### config.mk
export PLATFORM = sky130hd
export DESIGN_NAME = lifo_stack
export DESIGN_NICKNAME = d
export VERILOG_FILES = /design/src/rtl/stack_pkg.sv /design/src/rtl/stack_ram.sv /design/src/rtl/lifo_stack.sv
export SDC_FILE = /design/constraint.sdc
export NUM_CORES = 1
export LEC_CHECK = 0
export BUFFER_PORTS_ARGS = -buffer_cell sky130_fd_sc_hd__buf_2
export CORE_UTILIZATION = 38
export DETAILED_ROUTE_END_ITERATION = 8
export PLACE_DENSITY = 0.56
export SLEW_MARGIN = 25
export SYNTH_ARGS = -nofsm -noshare
export SYNTH_HDL_FRONTEND = slang
export SYNTH_HIERARCHICAL = 1
export SYNTH_SLANG_ARGS = --single-unit
### constraint.sdc
create_clock -name clk -period 7.5 [get_ports clk]
set_input_delay 1.125 -clock clk [delete_from_list [all_inputs] [get_ports clk]]
set_output_delay 1.125 -clock clk [all_outputs]
set_load 0.01 [all_outputs]
### src/rtl/stack_pkg.sv
// Shared definitions for the LIFO stack: depth/count sizing helpers and the
// per-cycle operation encoding derived from push/pop.
package stack_pkg;

  // Number of entries addressable with an aw-bit index.
  function automatic int depth_of(input int aw);
    return 1 << aw;
  endfunction

  // Count needs one extra bit so that DEPTH itself is representable.
  function automatic int count_width(input int aw);
    return aw + 1;
  endfunction

  // Operation requested in a cycle, before full/empty qualification.
  typedef enum logic [1:0] {
    OP_IDLE    = 2'b00,
    OP_POP     = 2'b01,
    OP_PUSH    = 2'b10,
    OP_REPLACE = 2'b11
  } stack_op_e;

  // push+pop on an empty stack has no top to replace, so it degrades to a push.
  function automatic stack_op_e decode_op(input logic push, input logic pop,
                                          input logic empty);
    stack_op_e op;
    case ({push, pop})
      2'b10:   op = OP_PUSH;
      2'b01:   op = OP_POP;
      2'b11:   op = empty ? OP_PUSH : OP_REPLACE;
      default: op = OP_IDLE;
    endcase
    return op;
  endfunction

endpackage

### src/rtl/stack_ram.sv
// Stack storage: WIDTH x DEPTH array, synchronous write, asynchronous read.
module stack_ram #(
  parameter int WIDTH      = 8,
  parameter int ADDR_WIDTH = 4
) (
  input  logic                  clk,
  input  logic                  we,
  input  logic [ADDR_WIDTH-1:0] waddr,
  input  logic [WIDTH-1:0]      wdata,
  input  logic [ADDR_WIDTH-1:0] raddr,
  output logic [WIDTH-1:0]      rdata
);

  logic [WIDTH-1:0] mem [2**ADDR_WIDTH];

  // Write port: one word per clock when enabled.
  // NOTE: the array has no reset branch; clearing it would force flops instead
  // of RAM, and the control logic never exposes an unwritten entry anyway.
  always_ff @(posedge clk) begin
    if (we) begin
      mem[waddr] <= wdata;
    end
  end

  assign rdata = mem[raddr];

endmodule

### src/rtl/lifo_stack.sv
// LIFO stack with zero-latency top-of-stack read, push/pop/replace
// operations, occupancy flags and sticky overflow/underflow error flags.
module lifo_stack
  import stack_pkg::*;
#(
  parameter int WIDTH      = 8,
  parameter int ADDR_WIDTH = 4,
  parameter int AF_THRESH  = depth_of(ADDR_WIDTH) - 2
) (
  input  logic                               clk,
  input  logic                               reset_n,
  input  logic [WIDTH-1:0]                   w_data,
  input  logic                               push,
  input  logic                               pop,
  input  logic                               err_clr,
  output logic [WIDTH-1:0]                   r_data,
  output logic [count_width(ADDR_WIDTH)-1:0] count,
  output logic                               empty,
  output logic                               full,
  output logic                               almost_full,
  output logic                               overflow,
  output logic                               underflow
);

  localparam int DEPTH = depth_of(ADDR_WIDTH);
  localparam int CW    = count_width(ADDR_WIDTH);

  localparam logic [CW-1:0]         FULL_CNT = CW'(DEPTH);
  localparam logic [CW-1:0]         AF_CNT   = CW'(AF_THRESH);
  localparam logic [CW-1:0]         CNT_ONE  = {{ADDR_WIDTH{1'b0}}, 1'b1};
  localparam logic [ADDR_WIDTH-1:0] IDX_ONE  = {{(ADDR_WIDTH-1){1'b0}}, 1'b1};

  stack_op_e             op;
  logic                  ovf_evt;
  logic                  unf_evt;
  logic                  we;
  logic [ADDR_WIDTH-1:0] waddr;
  logic [ADDR_WIDTH-1:0] top_idx;

  // Flags come from the count register alone, never from this cycle's request.
  assign empty       = (count == '0);
  assign full        = (count == FULL_CNT);
  assign almost_full = (count >= AF_CNT);

  // Top entry sits at count-1; at count == DEPTH the low bits wrap to DEPTH-1.
  assign top_idx = count[ADDR_WIDTH-1:0] - IDX_ONE;

  assign op      = decode_op(push, pop, empty);
  assign ovf_evt = (op == OP_PUSH) && full;
  assign unf_evt = (op == OP_POP) && empty;

  // Select the RAM write: a fresh push lands above the top, a replace on it.
  // NOTE: every output gets a default first so no path leaves one unassigned
  // and no latch is inferred.
  always_comb begin
    we    = 1'b0;
    waddr = count[ADDR_WIDTH-1:0];
    case (op)
      OP_PUSH: we = !full;
      OP_REPLACE: begin
        we    = 1'b1;
        waddr = top_idx;
      end
      default: ;
    endcase
  end

  stack_ram #(
    .WIDTH     (WIDTH),
    .ADDR_WIDTH(ADDR_WIDTH)
  ) u_ram (
    .clk  (clk),
    .we   (we),
    .waddr(waddr),
    .wdata(w_data),
    .raddr(top_idx),
    .rdata(r_data)
  );

  // Occupancy counter and sticky error flags; an error in the same cycle as
  // err_clr keeps its flag set.
  // NOTE: non-blocking assignments so every register samples pre-edge values.
  always_ff @(posedge clk or negedge reset_n) begin
    if (!reset_n) begin
      count     <= '0;
      overflow  <= 1'b0;
      underflow <= 1'b0;
    end else begin
      case (op)
        OP_PUSH: if (!full)  count <= count + CNT_ONE;
        OP_POP:  if (!empty) count <= count - CNT_ONE;
        default: ;
      endcase
      overflow  <= ovf_evt | (overflow  & ~err_clr);
      underflow <= unf_evt | (underflow & ~err_clr);
    end
  end

endmodule

* After elaboration in Yosys (flattened, before gate mapping)
Memory sizes are Yosys's and may differ from the RTL's.
Cells that the tools add are included.
W data, S select, Z words.
** Cells by class
- Add/sub/neg operators :: 3
- $mul :: 0
- Div/mod/pow operators :: 0
- Order comparisons :: 1
- Equal/unequal tests :: 9
- Shifts and indexed selects :: 0
- Multiplexer cells :: 9
- Bitwise operators :: 5
- Reduce and logical (&&, ||, !) cells :: 6
** Operator list (number)
- $mux W5 :: 2
- $pmux W5 S2 :: 1
- $eq A2 B2 Y1 const B :: 4
- $pmux W2 S3 :: 1
- $add A5 B1 Y5 const B :: 1
- $eq A5 B5 Y1 const B :: 1
- $ge A5 B4 Y1 const B :: 1
- $logic_not A5 Y1 :: 1
- $sub A5 B1 Y5 const B :: 1
- $eq A2 B1 Y1 const B :: 2
- $mux W4 :: 1
- $ne A2 B2 Y1 const B :: 2
- $sub A4 B1 Y4 const B :: 1
- $mux W1 :: 3
- $reduce_and A3 Y1 :: 1
- $and A1 B1 Y1 :: 2
- $logic_and A1 B1 Y1 :: 2
- $or A1 B1 Y1 :: 2
- $pmux W1 S2 :: 1
- $reduce_bool A2 Y1 :: 1
- $logic_not A1 Y1 :: 1
- $not A1 Y1 :: 1
** Word-level totals
- Bits in registers :: 7
- Bits in latches :: 0
- RAM bits :: 128
- ROM bits :: 0
- Memories :: 1
** Memory list
- u_ram.mem :: words 16, bits a word 8, rd ports 1, clocked after memory_dff 0, write ports 1, RTL line stack_ram.sv:14 : logic [WIDTH-1:0] mem [2**ADDR_WIDTH];

* Depth between registers and ports, before layout
- Depth in word-level cells :: 7
- Gate-level depth with buffers :: 9

* By module
Netlist, hierarchy kept.
** Modules (own cells, without submodules)
- stack_ram :: times used 1, cells an instance 221, area each 4987.3 sq um, sequential area each 3843.7 sq um
- lifo_stack :: times used 1, cells an instance 61, area each 594.3 sq um, sequential area each 175.2 sq um

* Least setup slack after synthesis
Ideal clock, no wire load.
- Path kind :: register to register
- Start :: register count[0]
- End :: memory u_ram.mem[0][0] (enable)
- Arrival :: 2.813 ns
- Required time :: 7.117 ns
- Setup slack :: 4.304 ns
- Cell stages (with the launch flop) :: 10
- Path buffers :: 0
- Clock period less this slack :: 3.196 ns
- Cells stage by stage :: dfrtp_1 > inv_1 > ha_1 > nor3b_4 > nor2b_1 > nor2_1 > nand2_1 > xnor2_1 > or3b_2 > nor3_1
** RTL lines
- start: declaration :: RTL line lifo_stack.sv:17 : output logic [count_width(ADDR_WIDTH)-1:0] count,
- start signal: assignment :: RTL line lifo_stack.sv:90 : OP_PUSH: if (!full) count <= count + CNT_ONE;
- start signal: assignment :: RTL line lifo_stack.sv:91 : OP_POP: if (!empty) count <= count - CNT_ONE;
- $sub A4 B1 Y4 :: RTL line lifo_stack.sv:46 : assign top_idx = count[ADDR_WIDTH-1:0] - IDX_ONE;
- named net top_idx[0] :: RTL line lifo_stack.sv:38 : logic [ADDR_WIDTH-1:0] top_idx;
- $mux W4 :: RTL line lifo_stack.sv:58 : case (op)
- end: declaration :: RTL line stack_ram.sv:14
The timed path passes the listed nets, and every way through them passes these cells.

* Final worst setup path
- Start :: register count[0]
- End :: output r_data[7]
** Between the ends
- Cells in the longest elaborated chain, start to end :: 2
** Ends and longest elaborated chain
- $sub A4 B1 Y4 :: RTL line lifo_stack.sv:46
- named net top_idx[0] :: RTL line lifo_stack.sv:38
- $mem_v2 Z16 W8
- end: declaration :: RTL line lifo_stack.sv:16 : output logic [WIDTH-1:0] r_data,
The timed path passes the listed nets, and every way through them passes these cells.

==> results.rst <==
.. list-table::
   :header-rows: 1

   * - Metric
     - Value
   * - Buffer cell driving the clock tree root
     - sky130_fd_sc_hd__clkbuf_16
   * - Final core occ
     - 0.4615
   * - Ratio of cells with drive above 1 in the final layout
     - 0.2671
   * - Cell accounting for the most synthesized area
     - sky130_fd_sc_hd__edfxtp_1
   * - Nets@finish
     - 344
   * - Minimum period implied by the final worst setup slack
     - 4021 ps
   * - CTS tree
     - done
   * - Pwr per Cell Area
     - 440.3 nW/um^2
   * - Routed wirelength normalized by instance count
     - 22.58 um
   * - Antenna violations before repair
     - 0
   * - Register bit count reported by yosys
     - 135
   * - Most common library cell in the layout ignoring fill and taps
     - sky130_fd_sc_hd__edfxtp_1
   * - Number of core rows
     - 43
   * - Post-synthesis cell area
     - 5582 um^2
   * - Synth warn
     - 6
   * - Die extent in y
     - 123.2 um
   * - Total of fill cells in the finished design
     - 1,214
   * - Cells on Worst Hold Path
     - 1
   * - Largest net degree at the start of global routing
     - 38
   * - Clock sink count
     - 135
   * - Worst-Margin Slew
     - 1022 ps
   * - Buffers from clock root to sink, at most
     - 2
   * - Drt drc
     - 0
   * - Largest stage delay on the critical path
     - 560 ps
   * - Share of the cycle needed by the critical path after routing
     - 0.5362
   * - Worst endpoint data arrival time
     - 2900 ps
   * - Commonest non-fill, non-tap cells in the layout
     - 128 x sky130_fd_sc_hd__edfxtp_1, 30 x sky130_fd_sc_hd__buf_2, 18 x sky130_fd_sc_hd__mux4_2, 17 x sky130_fd_sc_hd__nor2_1, 17 x sky130_fd_sc_hd__clkbuf_16
   * - Violation count after the first detailed-route iteration
     - 277
   * - Count of cells along the worst register-to-register path
     - 8
   * - Critical-path cell with the highest stage delay
     - sky130_fd_sc_hd__buf_4
   * - Ranking of synthesized cells by area
     - sky130_fd_sc_hd__edfxtp_1 69%, sky130_fd_sc_hd__mux4_2 7.3%, sky130_fd_sc_hd__mux4_1 6.6%
   * - Final max-slew violation count
     - 0
   * - Standby leakage power
     - 2.232 nW
   * - Routed Antenna Nets
     - 0
   * - Number of cells in the finished layout apart from fillers
     - 517
   * - Number of buffers added on ports
     - 30
   * - Top fanout value on the critical path
     - 37
   * - Hold bufs inserted after CTS
     - 0
   * - Number of clock buffers inserted by TritonCTS
     - 17
   * - CTS clock-pin slew for the worst setup and hold paths
     - 60 ps
   * - RSZ-0062 raised after global routing
     - false
   * - Count of instances resized after the clock tree is built
     - 0
   * - Capture point of the worst reg-to-reg path
     - u_ram/mem[11][6]
   * - Number of antenna repair diodes
     - 0
   * - Final worst clock skew
     - 6.993 ps
   * - Final weighted congestion of routability-driven global placement
     - 0.7371
   * - Die Width
     - 123.2 um
   * - Detailed placement HPWL
     - 7441 um
   * - CP Launch Type
     - flop
   * - Area after detailed placement
     - 5899 um^2
   * - Synthesized netlist cell count
     - 282
   * - Worst hold path endpoint
     - underflow
   * - GRT Total Usage
     - 0.1683
   * - Startpoint of the worst register-to-register path
     - count[1]
   * - Cell chain of the critical path
     - inv_2, buf_4, ha_1, xor2_1, nor2_1, a22oi_1, nand2_1, buf_2
   * - Cell variety after synth
     - 33
   * - Number of buffer and inverter stages on the critical path
     - 3
   * - Number of setup violations in the final report
     - 0
   * - Total vias in the final route
     - 2,720
   * - Number of top-level pins
     - 31
   * - Detailed-route wire length
     - 11,670 um
   * - Sequential fraction of the synthesis area
     - 0.7200
   * - Hold crit path type
     - flop to flop
   * - Number of global-route vias before repair
     - 2,700
   * - Total die area
     - 15,180 um^2
   * - Net count after synthesis
     - 302
   * - EDFF count, synth
     - 128
   * - Layout-stage area growth over the synthesis result
     - 16.54%
   * - Via density per instance
     - 5.261
   * - Starting Density
     - 0.3960
   * - Class of the most critical setup path
     - flop to output port
   * - Number of buffers added for setup after CTS
     - 0
   * - Startpoint of the most critical hold path
     - underflow
   * - Maximum achievable frequency
     - 248.7 MHz
   * - Area share of the largest cell type after synthesis
     - 0.6886
   * - Final TNS setup
     - 0 ps
   * - Primary flip-flop cell chosen by synthesis mapping
     - sky130_fd_sc_hd__edfxtp_1
   * - CTS H-tree depth
     - 4
   * - Cell total after placement
     - 485
   * - Async SR Flop Fraction
     - 0.05185
   * - Summed area of non-filler cells in the final layout
     - 6505 um^2
   * - Std-Cell Core Area
     - 14,100 um^2
   * - First-pass GRT wire length
     - 17,130 um
   * - Overall power of the completed layout
     - 0.002864 W
   * - Run status
     - completed
   * - Hold Fails Final Rpt
     - 0
   * - Relative slew margins
     - 0.3136
   * - First-pass DRT Iterations
     - 4
   * - Top delay family on crit path
     - buffers and inverters
   * - Max cap viols
     - 0
   * - Worst reg-to-reg setup slack
     - 3730 ps
   * - GR Overflow Total
     - 0
   * - Per-instance average area after synthesis
     - 19.79 um^2
   * - CP required
     - 6380 ps
   * - Capturing element type of the critical path
     - output port
   * - Worst skew pair latency
     - 430 ps
   * - Max VDD drop
     - 0.1942 mV
-- routing by layer --
| metal | GRT usage | share of wire |
|---|---|---|
| met1 | 0.2347 | 0.46 |
| met2 | 0.2469 | 0.48 |
| met3 | 0.05212 | 0.047 |
| met4 | 0.06325 | 0.0088 |
| met5 | 0 | 0 |
-- report_power, final --
group / internal [W] / total, W / switching, W
Clock: 0.000523 / 0.000845 / 0.000322
Combinational: 0.000437 / 0.00105 / 0.000609
Sequential: 0.000926 / 0.000974 / 0.0000479
-- area by class of cell --
type                       count  area (um^2)  area share
multi-input combinational    131         1459      0.2243
timing repair buffer          34        180.2     0.02770
tap                          180        225.2     0.03462
inverter                       5        18.77    0.002885
sequential                   135         4019      0.6178
clock buffer                  17        425.4     0.06540
clock inverter                15        177.7     0.02731
-- sequential cells by signal, summed over array words and instances (netlist names) --
signal     count
overflow       1
underflow      1
u_ram/mem    128
count          5
-- kinds of logic (layout without fill, tap and decap cells) --
group | count (synthesis) | in the layout | share of synthesized area
flip-flops | 135 | 135 | 0.7200
AO/OA/AOI/OAI | 24 | 24 | 0.03228
AND/OR/NAND/NOR | 54 | 54 | 0.04819
buffers and inverters | 16 | 71 | 0.02085
multiplexers | 35 | 35 | 0.1444
XOR/XNOR | 11 | 11 | 0.01726
adder cells (fa/ha/maj) | 7 | 7 | 0.01704
-- through the flow --
stage                     worst slack, ps  hold slack (ps)
after floorplan                      4304            543.6
after detailed placement             3634            502.6
final                                3479            515.6
after CTS                            3485            517.0
after global placement               3646            492.8
after global routing                 3286            526.5
-- Yosys cell counts (all sizes together), types with 3 or more instances --
library cell,count
nor3,5
dfrtp,7
nor2b,5
inv,5
nor2,18
buf,8
ha,6
edfxtp,128
xnor2,9
nand2b,4
a22oi,16
nand2,14
clkdlybuf4s25,3
mux4,32
-- worst max path at each step --
| stage | start | end | slack (ps) | cells after the start |
|---|---|---|---|---|
| 2_1_floorplan | count[0] | u_ram/mem[0][0] | 4300 | 9 |
| 3_3_place_gp | push | u_ram/mem[0][7] | 3650 | 8 |
| 3_5_place_dp | count[1] | u_ram/mem[15][4] | 3630 | 8 |
| 4_1_cts | count[0] | r_data[7] | 3490 | 8 |
| 5_1_grt | count[0] | r_data[7] | 3290 | 8 |
| 6_report | count[0] | r_data[7] | 3480 | 8 |
No activity file was read; power rests on OpenSTA's default activity.
